<file path="src/rtl/fp_cmp_minmax_pipe_if.sv">
`default_nettype none
// +----------------------------------------------------------------------+
// | fp_cmp_minmax_pipe_if : request/response bus of the FP compare unit   |
// | Revision : 1.0                                                        |
// +----------------------------------------------------------------------+
interface fp_cmp_minmax_pipe_if #(
   parameter int EXP_W = 11,
   parameter int MAN_W = 52,
   parameter int TAG_W = 5
);
   localparam int W = 1 + EXP_W + MAN_W;

   logic             in_valid;
   logic             in_ready;
   logic [W-1:0]     in_a;
   logic [W-1:0]     in_b;
   logic [2:0]       in_op;
   logic [TAG_W-1:0] in_tag;
   logic             out_valid;
   logic             out_ready;
   logic [W-1:0]     out_result;
   logic             out_nv;
   logic [TAG_W-1:0] out_tag;

   modport master (
      output in_valid, in_a, in_b, in_op, in_tag, out_ready,
      input  in_ready, out_valid, out_result, out_nv, out_tag
   );

   modport slave (
      input  in_valid, in_a, in_b, in_op, in_tag, out_ready,
      output in_ready, out_valid, out_result, out_nv, out_tag
   );
endinterface
`default_nettype wire

</file>
<file path="src/rtl/fp_cmp_minmax_pipe.sv">
`default_nettype none
// +----------------------------------------------------------------------+
// | fp_cmp_minmax_pipe : 2-stage IEEE 754 compare / FMIN / FMAX unit      |
// | Revision : 1.0                                                        |
// +----------------------------------------------------------------------+
module fp_cmp_minmax_pipe #(
   parameter int EXP_W = 11,
   parameter int MAN_W = 52,
   parameter int TAG_W = 5
) (
   input  wire logic          clk,
   input  wire logic          rst_n,
   fp_cmp_minmax_pipe_if.slave bus
);
   localparam int W = 1 + EXP_W + MAN_W;

   localparam logic [2:0] OP_FLE  = 3'b000;
   localparam logic [2:0] OP_FEQ  = 3'b010;
   localparam logic [2:0] OP_FLT  = 3'b011;
   localparam logic [2:0] OP_FMIN = 3'b100;
   localparam logic [2:0] OP_FMAX = 3'b101;

   localparam logic [W-1:0] CANON_NAN = {1'b0, {EXP_W{1'b1}}, 1'b1, {(MAN_W-1){1'b0}}};

   // operand classification on the incoming bus
   logic a_nan, b_nan, a_snan, b_snan, a_qnan, b_qnan, a_zero, b_zero;
   logic mag_lt, mag_eq;

   always_comb begin
      a_nan  = (&bus.in_a[W-2:MAN_W]) & (|bus.in_a[MAN_W-1:0]);
      b_nan  = (&bus.in_b[W-2:MAN_W]) & (|bus.in_b[MAN_W-1:0]);
      a_snan = a_nan & ~bus.in_a[MAN_W-1];
      b_snan = b_nan & ~bus.in_b[MAN_W-1];
      a_qnan = a_nan &  bus.in_a[MAN_W-1];
      b_qnan = b_nan &  bus.in_b[MAN_W-1];
      a_zero = ~|bus.in_a[W-2:0];
      b_zero = ~|bus.in_b[W-2:0];
      mag_lt = bus.in_a[W-2:0] <  bus.in_b[W-2:0];
      mag_eq = bus.in_a[W-2:0] == bus.in_b[W-2:0];
   end

   logic             s1_valid, s2_valid;
   logic [W-1:0]     s1_a, s1_b;
   logic [2:0]       s1_op;
   logic [TAG_W-1:0] s1_tag;
   logic             s1_a_snan, s1_b_snan, s1_a_qnan, s1_b_qnan, s1_a_zero, s1_b_zero;
   logic             s1_lt, s1_eq;
   logic [W-1:0]     s2_result;
   logic             s2_nv;
   logic [TAG_W-1:0] s2_tag;
   logic             s1_adv, s2_adv;

   assign s2_adv       = ~s2_valid | bus.out_ready;
   assign s1_adv       = ~s1_valid | s2_adv;
   assign bus.in_ready = s1_adv;

   always_ff @(posedge clk or negedge rst_n) begin
      if (!rst_n) begin
         s1_valid  <= 1'b0;
         s1_a      <= '0;
         s1_b      <= '0;
         s1_op     <= '0;
         s1_tag    <= '0;
         s1_a_snan <= 1'b0;
         s1_b_snan <= 1'b0;
         s1_a_qnan <= 1'b0;
         s1_b_qnan <= 1'b0;
         s1_a_zero <= 1'b0;
         s1_b_zero <= 1'b0;
         s1_lt     <= 1'b0;
         s1_eq     <= 1'b0;
      end else if (s1_adv) begin
         s1_valid <= bus.in_valid;
         if (bus.in_valid) begin
            s1_a      <= bus.in_a;
            s1_b      <= bus.in_b;
            s1_op     <= bus.in_op;
            s1_tag    <= bus.in_tag;
            s1_a_snan <= a_snan;
            s1_b_snan <= b_snan;
            s1_a_qnan <= a_qnan;
            s1_b_qnan <= b_qnan;
            s1_a_zero <= a_zero;
            s1_b_zero <= b_zero;
            s1_lt     <= mag_lt;
            s1_eq     <= mag_eq;
         end
      end
   end

   // stage-2 result formation from the registered decode
   logic             s1_a_nan, s1_b_nan, any_nan, any_snan, both_zero, sign_diff;
   logic             lt_same, lt_ord, lt_mm, eq_ord;
   logic [W-1:0]     res_d;
   logic             nv_d;

   always_comb begin
      s1_a_nan  = s1_a_snan | s1_a_qnan;
      s1_b_nan  = s1_b_snan | s1_b_qnan;
      any_nan   = s1_a_nan | s1_b_nan;
      any_snan  = s1_a_snan | s1_b_snan;
      both_zero = s1_a_zero & s1_b_zero;
      sign_diff = s1_a[W-1] ^ s1_b[W-1];
      lt_same   = s1_a[W-1] ? (~s1_lt & ~s1_eq) : s1_lt;
      lt_ord    = sign_diff ? (s1_a[W-1] & ~both_zero) : lt_same;
      // min/max orders -0 below +0, so a sign difference alone decides
      lt_mm     = sign_diff ? s1_a[W-1] : lt_same;
      eq_ord    = (~sign_diff & s1_eq) | both_zero;
      res_d     = '0;
      nv_d      = 1'b0;
      case (s1_op)
         OP_FEQ: begin
            res_d = {{(W-1){1'b0}}, ~any_nan & eq_ord};
            nv_d  = any_snan;
         end
         OP_FLT: begin
            res_d = {{(W-1){1'b0}}, ~any_nan & lt_ord};
            nv_d  = any_nan;
         end
         OP_FLE: begin
            res_d = {{(W-1){1'b0}}, ~any_nan & (lt_ord | eq_ord)};
            nv_d  = any_nan;
         end
         OP_FMIN, OP_FMAX: begin
            nv_d = any_snan;
            if (s1_a_nan && s1_b_nan)
               res_d = CANON_NAN;
            else if (s1_a_nan)
               res_d = s1_b;
            else if (s1_b_nan)
               res_d = s1_a;
            else if (s1_op == OP_FMIN)
               res_d = lt_mm ? s1_a : s1_b;
            else
               res_d = lt_mm ? s1_b : s1_a;
         end
         default: ;
      endcase
   end

   always_ff @(posedge clk or negedge rst_n) begin
      if (!rst_n) begin
         s2_valid  <= 1'b0;
         s2_result <= '0;
         s2_nv     <= 1'b0;
         s2_tag    <= '0;
      end else if (s2_adv) begin
         s2_valid <= s1_valid;
         if (s1_valid) begin
            s2_result <= res_d;
            s2_nv     <= nv_d;
            s2_tag    <= s1_tag;
         end
      end
   end

   assign bus.out_valid  = s2_valid;
   assign bus.out_result = s2_result;
   assign bus.out_nv     = s2_nv;
   assign bus.out_tag    = s2_tag;
endmodule
`default_nettype wire

</file>
<file path="src/flat_wrapper.sv">
// flat-port wrapper written by rule: the top's interface ports become plain ports
module fp_cmp_minmax_pipe_flat 
#(
   parameter int EXP_W = 11,
   parameter int MAN_W = 52,
   parameter int TAG_W = 5
)
  (clk, rst_n, bus_in_valid, bus_in_a, bus_in_b, bus_in_op, bus_in_tag, bus_out_ready, bus_in_ready, bus_out_valid, bus_out_result, bus_out_nv, bus_out_tag);
  fp_cmp_minmax_pipe_if #(.EXP_W(EXP_W), .MAN_W(MAN_W), .TAG_W(TAG_W)) bus_i ();
  input  wire logic clk;
  input  wire logic rst_n;
  input wire logic [$bits(bus_i.in_valid)-1:0] bus_in_valid;
  input wire logic [$bits(bus_i.in_a)-1:0] bus_in_a;
  input wire logic [$bits(bus_i.in_b)-1:0] bus_in_b;
  input wire logic [$bits(bus_i.in_op)-1:0] bus_in_op;
  input wire logic [$bits(bus_i.in_tag)-1:0] bus_in_tag;
  input wire logic [$bits(bus_i.out_ready)-1:0] bus_out_ready;
  output wire logic [$bits(bus_i.in_ready)-1:0] bus_in_ready;
  output wire logic [$bits(bus_i.out_valid)-1:0] bus_out_valid;
  output wire logic [$bits(bus_i.out_result)-1:0] bus_out_result;
  output wire logic [$bits(bus_i.out_nv)-1:0] bus_out_nv;
  output wire logic [$bits(bus_i.out_tag)-1:0] bus_out_tag;
  assign bus_i.in_valid = bus_in_valid;
  assign bus_i.in_a = bus_in_a;
  assign bus_i.in_b = bus_in_b;
  assign bus_i.in_op = bus_in_op;
  assign bus_i.in_tag = bus_in_tag;
  assign bus_i.out_ready = bus_out_ready;
  assign bus_in_ready = bus_i.in_ready;
  assign bus_out_valid = bus_i.out_valid;
  assign bus_out_result = bus_i.out_result;
  assign bus_out_nv = bus_i.out_nv;
  assign bus_out_tag = bus_i.out_tag;
  fp_cmp_minmax_pipe #(.EXP_W(EXP_W), .MAN_W(MAN_W), .TAG_W(TAG_W)) u_core (.clk(clk), .rst_n(rst_n), .bus(bus_i));
endmodule
</file>
<file path="config.mk">
export PLATFORM = sky130hd
export DESIGN_NAME = fp_cmp_minmax_pipe_flat
export DESIGN_NICKNAME = d
export VERILOG_FILES = /design/src/rtl/fp_cmp_minmax_pipe_if.sv /design/src/rtl/fp_cmp_minmax_pipe.sv /design/src/flat_wrapper.sv
export SDC_FILE = /design/constraint.sdc
export NUM_CORES = 1
export LEC_CHECK = 0
export ABC_AREA = 1
export BUFFER_PORTS_ARGS = -buffer_cell sky130_fd_sc_hd__buf_4
export CORE_MARGIN = 3
export CORE_UTILIZATION = 45
export CTS_CLUSTER_DIAMETER = 60
export CTS_CLUSTER_SIZE = 30
export DETAILED_ROUTE_END_ITERATION = 7
export GPL_TIMING_DRIVEN = 0
export PLACE_DENSITY_LB_ADDON = 0.1
export SYNTH_ARGS = -nofsm -noshare
export SYNTH_HDL_FRONTEND = slang
export SYNTH_SLANG_ARGS = --single-unit
</file>
<file path="constraint.sdc">
create_clock -name clk -period 3.42 [get_ports clk]
set_input_delay 0.342 -clock clk [delete_from_list [all_inputs] [get_ports clk]]
set_output_delay 0.342 -clock clk [all_outputs]
set_load 0.03 [all_outputs]
</file>
==> results.toml, run 1 <==
[finish]
multi_input_area_um2 = 4740
ff_latch_area_um2 = 5410
instances_no_fill = 2022
nets = 1890
final_common_cell = "nand2_1"
layout-drive-gt1-share_pct = 17.0
diodes = 0
final.fill_count = 2386
final_cell_mix = "467 x nand2_1, 216 x dfrtp_1, 215 x buf_4"
syn2layout_area_growth_pct = 24.2

[critical_path]
worst-path-max-fanout = 10
crit_path_start = "u_core.s1_a[63]$_DFFE_PN0P_"
worst_setup_path_end_kind = "flip-flop"
worstSetupStartpointType = "flip-flop"
max_stage_delay_ps = 410
cp_cell_sequence = "inv_1, ha_1, inv_2, nand2_1, nand3_1, nand2_1, nand2_1, nand3_2, nand2_2, buf_6, buf_6, nand2_1, nand3_1, nand2_1, nand2_1"
cp.required_ps = 3870
path_common_cell = "nand2_1"
crit_type = "reg -> reg"
cpMaxStageDelayCell = "dfrtp_1"
reg2reg_from = "u_core.s1_a[63]$_DFFE_PN0P_"
worstPathArrival_ps = 2730

[global_routing]
antenna_found_initial = 0
grt_max_degree = 82
overflow = 0
grt_pass1_vias = 10100
grt_first_pass_wirelength_um = 54200
globalRouteTotalUtil_pct = 25.6

[sta]
max-slew-margin-rel_pct = 43.4
final-hold-violation-count = 0
drv_slew = 0
period_share_pct = 66.8
rsz0062_at_grt = "no"
period_minus_slack_ps = 2280
clock_skew_ps = 26.6
tightest_slew_ps = 845
holdWs_ps = 40.6
max_freq_mhz = 438
setup_viol = 0
fin_setup_tns_ps = 0

[floorplan]
die_height_um = 164
core_area_um2 = 24500
io-pin-count = 212
die_w_um = 164
initial_core_util_pct = 45.9
dieArea_um2 = 26900
rows = 57

[synthesis]
yosysTopAreaCell = "dfrtp_1"
synth_area_leaders = "dfrtp_1 48%, nand2_1 16%, ha_1 7.2%, inv_1 6.9%, o21ai_0 6.7%"
synthesis.nets = 1655
ys_warn_count = 0
syn_area_per_cell_um2 = 7.75
syn_area_um2 = 11200
synth-seq-area-share_pct = 48.1
syn_inst = 1450
ys_ff_latch = 216
synth.distinct_cells = 34
synth_top_cell_area_share_pct = 48.1

[clock_network]
cts_root_buffer = "clkbuf_16"
cts_tree = "built"
cts_buffers = 19
h-tree-depth = 1
clk_pin_slew_ps = 70
clock_latency_ps = 520
clockBufferDepth = 3
cts.sinks = 216

[placement]
post-place-cells = 1987
place_hpwl_um = 26100
gp_congestion = 0.955
port_buffers = 211

[job]
maxCapViolations = 0

[pwr]
peakVddDrop_mv = 0.322
power_mw = 7.87
power.density_nw_per_um2 = 564
leakagePower_nw = 7.48

[routing]
wire_per_inst_um = 16.8
viasPerCell = 5.02
drt-total-wl_um = 33900
first_pass_iters = 5
drt_iter0_drc = 666
detail-route-antenna-nets = 0
num_vias = 10200
remaining_drc_errors = 0

[worst_hold_path]
worst_hold_startpoint = "bus_in_op[1]"
min_path_type = "in -> reg"

[run_status]
outcome = "completed"
stage by stage:
stage | area, um^2 | setup WS (ps) | utilization (%)
floorplan | 11200 | 1560 | -
global placement | 13200 | 345 | 54.1
detailed placement | 13300 | 1170 | 54.3
CTS | 14000 | 1160 | 57.0
global route | 14000 | 900 | 57.0
finish | 14000 | 1140 | 57.0
what timing repair did:
item	CTS	global route
hold buffers	1	0
buffers inserted	0	0
gates resized for setup	0	0
endpoints found under the hold margin	62	0
layout make-up:
| class | count | area share, % |
|---|---|---|
| buffer | 59 | 2.15 |
| multi-input combinational | 966 | 34.0 |
| sequential | 216 | 38.7 |
| inverter | 209 | 5.62 |
| clock inverter | 14 | 1.18 |
| clock buffer | 20 | 3.51 |
| timing repair buffer | 214 | 11.9 |
| tap | 324 | 2.91 |
power breakdown:
| group | internal [mW] | switching (mW) | total (mW) |
|---|---|---|---|
| registers | 2.98 | 0.255 | 3.23 |
| clock network | 1.24 | 1.07 | 2.31 |
| logic | 0.830 | 1.50 | 2.33 |
worst paths after layout:
kind                            cells past startpoint                               endpoint  slack [ps]
worst max-delay path                               15  u_core.bus.out_result[54]$_DFFE_PN0P_        1140
worst min-delay path                                3            u_core.s1_op[1]$_DFFE_PN0P_          40
worst max register to register                     15  u_core.bus.out_result[54]$_DFFE_PN0P_        1140
worst min register to register                      2           u_core.s1_a_zero$_DFFE_PN0P_         480
max in group asynchronous                           3            u_core.s1_a[14]$_DFFE_PN0P_        2300
min in group asynchronous                           2            u_core.s1_a[41]$_DFFE_PN0P_         350
synth_stat cells (all sizes together):
| master | n |
|---|---|
| nor3b | 1 |
| nor2 | 89 |
| a21o | 1 |
| a21oi | 27 |
| and2 | 2 |
| dfrtp | 216 |
| buf | 33 |
| o21a | 5 |
| nand2 | 468 |
| clkinv | 1 |
| or2 | 1 |
| a31oi | 1 |
| nand3b | 3 |
| o21ai | 200 |
| nor3 | 12 |
| nor4 | 12 |
| o21bai | 1 |
| a22oi | 1 |
| nand3 | 44 |
| ha | 65 |
| inv | 208 |
| nand4 | 31 |
| o211ai | 2 |
| clkbuf | 26 |
layer usage:
metal  routed length, um  up-vias  GRT usage, %
li1                    -     5067             -
met1               15400     4777          35.3
met2               15900      270          43.1
met3                1800       46          3.66
met4                 789        0          5.92
met5                   0        -             0
kinds of logic after synthesis:
group | share of synthesized area, %
buffers and inverters | 9.66
AOI/OAI and AO/OA | 10.8
DFF | 48.1
and+or+nand+nor | 24.2
adders and majority gates | 7.24
critical path: cells and delay by family, from the launching register on:
kind,cells,cell delay [ps]
AND/OR/NAND/NOR,10,960
buffers and inverters,4,550
flip-flops,1,410
adder cells (fa/ha/maj),1,290
flip-flops by register name, indices dropped and copies added, names as in the netlist:
| name | cells |
|---|---|
| u_core.bus.out_nv | 1 |
| u_core.bus.out_result | 64 |
| u_core.bus.out_tag | 5 |
| u_core.bus.out_valid | 1 |
| u_core.s1_a | 64 |
| u_core.s1_a_qnan | 1 |
| u_core.s1_a_snan | 1 |
| u_core.s1_a_zero | 1 |
| u_core.s1_b | 64 |
| u_core.s1_b_qnan | 1 |
| u_core.s1_b_snan | 1 |
| u_core.s1_b_zero | 1 |
| u_core.s1_eq | 1 |
| u_core.s1_lt | 1 |
| u_core.s1_op | 3 |
| u_core.s1_tag | 5 |
| u_core.s1_valid | 1 |
(Power assumes the default switching activity.)
==> inputs of run 2 (changes only) <==
Clock period 3.42 ns to 1.9 ns, I/O delays scaled along.
==> run 2 against run 1 <==
Fmax up 14%. Non-clock buffer count up 117. Via count up 5.6%. Hold slack worse by 31 ps. Global-route usage up 1.2 points. Largest cell class unchanged. Cell count up 5.8%. Largest power group unchanged. Clock power up 80%. The run now ends with setup timing left. Combinational power up 110%.
==> results.toml, run 2 (same netlist as run 1, synthesis figures left out) <==
[clock_network]
clk_pin_slew_ps = 90
cts.sinks = 216
h-tree-depth = 1
clockBufferDepth = 3
cts_buffers = 19
cts_tree = "built"
cts_root_buffer = "clkbuf_16"
clock_latency_ps = 520

[finish]
ff_latch_area_um2 = 5410
syn2layout_area_growth_pct = 38.1
final_cell_mix = "449 x nand2_1, 222 x buf_4, 216 x dfrtp_1"
diodes = 0
nets = 2007
final_common_cell = "nand2_1"
layout-drive-gt1-share_pct = 20.4
multi_input_area_um2 = 5040
final.fill_count = 2163

[sta]
period_minus_slack_ps = 2010
holdWs_ps = 9.62
final-hold-violation-count = 0
fin_ws_ps = -110
clock_skew_ps = 26.4
max_freq_mhz = 498
max-slew-margin-rel_pct = 53.8
setup_viol = 60
drv_slew = 0
rsz0062_at_grt = "yes"
period_share_pct = 106
tightest_slew_ps = 687

[critical_path]
critical_path_buf_inv_count = 5
worstPathArrival_ps = 2410
r2r_cells = 13
reg2reg_slack_ps = -110
path_common_cell = "nand3_4"
cpMaxStageDelayCell = "dfrtp_1"
worstSetupStartpointType = "flip-flop"
worstReg2RegEnd = "u_core.bus.out_result[2]$_DFFE_PN0P_"
cp_cell_sequence = "inv_2, ha_4, inv_6, nand2_4, nand3_4, nand3_4, nand3_4, nand2_4, buf_12, buf_12, clkbuf_16, nor2_1, o21ai_1"
reg2reg_from = "u_core.s1_b[63]$_DFFE_PN0P_"
crit_path_start = "u_core.s1_b[63]$_DFFE_PN0P_"
cp.required_ps = 2300
worst_setup_path_end_kind = "flip-flop"
worst-path-max-fanout = 7
crit_family = "buffers and inverters"
max_stage_delay_ps = 400
crit_type = "reg -> reg"

[routing]
num_vias = 10700
remaining_drc_errors = 0
drt-total-wl_um = 36000
detail-route-antenna-nets = 0
wire_per_inst_um = 16.8
first_pass_iters = 5
viasPerCell = 5.02
drt_iter0_drc = 730

[pwr]
leakagePower_nw = 8.15
power_mw = 15.0
power.density_nw_per_um2 = 966
peakVddDrop_mv = 0.598

[global_routing]
globalRouteTotalUtil_pct = 26.8
overflow = 0
antenna_found_initial = 0
grt_first_pass_wirelength_um = 56800
grt_pass1_vias = 10800
grt_max_degree = 82

[worst_hold_path]
worst_hold_startpoint = "bus_in_b[14]"
hold_end = "u_core.s1_b[14]$_DFFE_PN0P_"
min_path_type = "in -> reg"
min_path_cells = 3

[run_status]
outcome = "finished, violations left"
violations = "setup timing"

[job]
maxCapViolations = 0

[floorplan]
rows = 57
die_w_um = 164
dieArea_um2 = 26900
core_area_um2 = 24500
io-pin-count = 212
die_height_um = 164
initial_core_util_pct = 45.9

[placement]
gp_congestion = 0.955
port_buffers = 211
place_hpwl_um = 26100
-- run 2: final cells by class --
cell class,count,area share (%)
Sequential cell,216,34.8
Multi-Input combinational cell,966,32.5
Timing Repair Buffer,331,18.4
Inverter,209,5.11
Clock buffer,20,3.15
Tap cell,324,2.61
Buffer,59,2.33
Clock inverter,14,1.06
-- run 2: worst max-delay path by stage --
stage | end | slack, ps | cells past startpoint
global route | u_core.bus.out_result[48]$_DFFE_PN0P_ | -200 | 14
CTS | u_core.bus.out_result[47]$_DFFE_PN0P_ | -90 | 14
global placement | u_core.s1_a[9]$_DFFE_PN0P_ | -1020 | 1
detailed placement | u_core.bus.out_result[54]$_DFFE_PN0P_ | -340 | 15
finish | u_core.bus.out_result[2]$_DFFE_PN0P_ | -110 | 13
floorplan | u_core.s1_b[42]$_DFFE_PN0P_ | 40 | 6
-- run 2: metrics by stage --
| stage | setup WS (ps) | util [%] | area [um^2] | instances | TNS [ps] |
|---|---|---|---|---|---|
| floorplan | 42.6 | - | 11200 | 1450 | 0 |
| global placement | -1020 | 54.1 | 13200 | 1985 | -233170 |
| detailed placement | -339 | 54.3 | 13300 | 1987 | -17650 |
| CTS | -92.7 | 62.4 | 15300 | 2135 | -2870 |
| global route | -197 | 63.4 | 15500 | 2139 | -10070 |
| finish | -110 | 63.4 | 15500 | 2139 | -3330 |
-- run 2: what timing repair did --
item / in CTS / in global routing
hold buffers: 103 / 0
endpoints found under the hold margin: 166 / 0
cloned: 2 / 1
buffers inserted: 9 / 3
endpoints found under the setup margin: 123 / 148
resized for setup: 47 / 64
pin swaps: 14 / 26
-- run 2: where the power goes --
group / internal [mW] / total (mW) / switching, mW
logic: 1.98 / 4.97 / 2.99
registers: 5.36 / 5.85 / 0.489
clock network: 2.23 / 4.16 / 1.93
-- run 2: worst register-to-register path: cells and delay by family (launching register included) --
kind	cells	cell delay, ps
buffers and inverters	5	670
AND/OR/NAND/NOR	6	550
flip-flops	1	400
adder cells (fa/ha/maj)	1	220
AO/OA/AOI/OAI	1	70
-- run 2: metal layers --
layer  vias to the layer above  wire length, um  global-route usage (%)
met1                      5071            15900                    36.3
met2                       299            17300                    45.7
met5                         -                0                       0
li1                       5302                -                       -
met3                        59             1850                    3.20
met4                         0              989                    7.54
==> inputs of run 3 (changes only) <==
Settings changed: CORE_ASPECT_RATIO from default to 0.6.
==> run 3 against run 2 <==
The run still ends with setup timing left. Combinational power is 5.4% higher. Utilization is 1.4 points lower. Clock skew is 8.3 ps lower. Critical endpoint is now u_core.bus.out_result[60]$_DFFE_PN0P_. Highest routed layer unchanged.
==> results.toml, run 3 (same netlist as run 1, synthesis figures left out) <==
[critical_path]
worstPathArrival_ps = 2440
worstSetupStartpointType = "flip-flop"
max_stage_delay_ps = 410
critical_path_buf_inv_count = 4
crit_family = "simple AND/OR/NAND/NOR gates"
cp.required_ps = 2320
worst_setup_path_end_kind = "flip-flop"
cpMaxStageDelayCell = "dfrtp_1"
path_common_cell = "nand2_4"
r2r_cells = 15
worstReg2RegEnd = "u_core.bus.out_result[60]$_DFFE_PN0P_"
reg2reg_slack_ps = -110
crit_type = "reg -> reg"
worst-path-max-fanout = 7
cp_cell_sequence = "inv_2, ha_4, inv_6, nand2_4, nand3_4, nand2_4, nand2_4, nand3_4, nand2_8, buf_12, clkbuf_16, nand2_2, nand3_2, nand2_1, nand2_1"
reg2reg_from = "u_core.s1_a[63]$_DFFE_PN0P_"

[routing]
first_pass_iters = 5
viasPerCell = 5.23
route.met2.wl_um = 15400
wire_per_inst_um = 18.1
drt_iter0_drc = 921
detail-route-antenna-nets = 0
remaining_drc_errors = 0
num_vias = 11000
route.met3.wl_um = 2790
drt-met1-wl_um = 19000
routed.top_layer = "met4"
drt-total-wl_um = 37800

[global_routing]
grt_max_degree = 95
globalRouteTotalUtil_pct = 27.6
antenna_found_initial = 0
grt_pass1_vias = 10400
overflow = 0
grt_first_pass_wirelength_um = 58300

[pwr]
leakagePower_nw = 8.02
peakVddDrop_mv = 0.625
power.density_nw_per_um2 = 964
power_mw = 14.6

[clock_network]
cts_tree = "built"
clk_pin_slew_ps = 90
clockBufferDepth = 3
cts_root_buffer = "clkbuf_16"
cts.sinks = 216
h-tree-depth = 1
clock_latency_ps = 500
cts_buffers = 15

[placement]
port_buffers = 211
place_hpwl_um = 28200
post-place-cells = 1985
gp_congestion = 0.913

[worst_hold_path]
min_path_cells = 3
min_path_type = "in -> reg"
hold_end = "u_core.s1_b[47]$_DFFE_PN0P_"
worst_hold_startpoint = "bus_in_b[47]"

[sta]
fin_setup_tns_ps = -2420
setup_viol = 55
period_share_pct = 106
tightest_slew_ps = 849
period_minus_slack_ps = 2010
final-hold-violation-count = 0
drv_slew = 0
max-slew-margin-rel_pct = 42.9
holdWs_ps = 1.84
fin_ws_ps = -113
clock_skew_ps = 18.0
max_freq_mhz = 497
rsz0062_at_grt = "yes"

[finish]
final.fill_count = 2191
final_common_cell = "nand2_1"
final_cell_mix = "428 x nand2_1, 226 x buf_4, 216 x dfrtp_1"
final_core_util_pct = 62.1
nets = 1966
layout-drive-gt1-share_pct = 21.7
syn2layout_area_growth_pct = 34.5
instances_no_fill = 2092

[run_status]
outcome = "finished, violations left"
violations = "setup timing"

[floorplan]
core_area_um2 = 24300
initial_core_util_pct = 46.2
die_height_um = 128
dieArea_um2 = 27000
rows = 44
die_w_um = 210
io-pin-count = 212

[job]
maxCapViolations = 0
## run 3: cell count changes in the layout (fill, tap and decap cells not counted), moves of 9 or more
cell | before | now
dlygate4sd3_1 | 103 | 59
nand2_1 | 449 | 428
nor2_1 | 68 | 83
nor2_2 | 14 | 5
nand2_2 | 11 | 23
## run 3: how the worst max path moves through the flow
stage	cells after the start	startpoint	slack [ps]	endpoint
finish	15	u_core.s1_a[63]$_DFFE_PN0P_	-110	u_core.bus.out_result[60]$_DFFE_PN0P_
global route	15	u_core.s1_b[63]$_DFFE_PN0P_	-190	u_core.bus.out_result[58]$_DFFE_PN0P_
CTS	15	u_core.s1_b[63]$_DFFE_PN0P_	-70	u_core.bus.out_result[59]$_DFFE_PN0P_
detailed placement	15	u_core.s1_a[63]$_DFFE_PN0P_	-340	u_core.bus.out_result[59]$_DFFE_PN0P_
global placement	1	rst_n	-1070	u_core.bus.out_result[11]$_DFFE_PN0P_
floorplan	6	u_core.bus.out_valid$_DFFE_PN0P_	40	u_core.s1_b[42]$_DFFE_PN0P_
## run 3: power by group
| group | total (mW) | switching, mW | internal [mW] |
|---|---|---|---|
| registers | 5.83 | 0.474 | 5.36 |
| clock network | 3.48 | 1.87 | 1.61 |
| logic | 5.24 | 3.15 | 2.10 |
| total | 14.6 | 5.49 | 9.06 |
## run 3: per-stage QoR
step / area [um^2] / setup WS [ps]
floorplan: 11200 / 42.6
global placement: 13200 / -1070
detailed placement: 13300 / -337
CTS: 14800 / -74.6
global route: 15100 / -194
finish: 15100 / -113
## run 3: metal layers
layer | global-route usage (%) | up-vias
li1 | - | 5215
met1 | 45.6 | 5275
met2 | 38.7 | 415
met3 | 3.51 | 46
met4 | 4.92 | 0
met5 | 0 | -
## run 3: timing repair
| action | CTS | global route |
|---|---|---|
| gates cloned | 4 | 1 |
| hold endpoints to repair | 106 | 0 |
| setup endpoints to repair | 195 | 149 |
| resized for setup | 52 | 95 |
| buffers inserted | 16 | 3 |
| pin swaps | 8 | 24 |
| hold buffers | 59 | 0 |
## run 3: tightest hold or removal path, delay by kind of cell
family	cells	cell delay (ps)
AOI/OAI and AO/OA	1	80
buffers and inverters	2	180
## run 3: final cells by class
cell class | count | area, um^2 | area share, %
inverters | 209 | 791 | 5.23
flip-flops and latches | 216 | 5410 | 35.8
multi-input cells | 966 | 5100 | 33.7
plain buffers | 58 | 388 | 2.57
clock inverters | 7 | 96.3 | 0.638
clock buffers | 18 | 397 | 2.63
well taps | 322 | 403 | 2.67
repair buffers | 295 | 2530 | 16.7
diodes | 1 | 2.50 | 0.0166
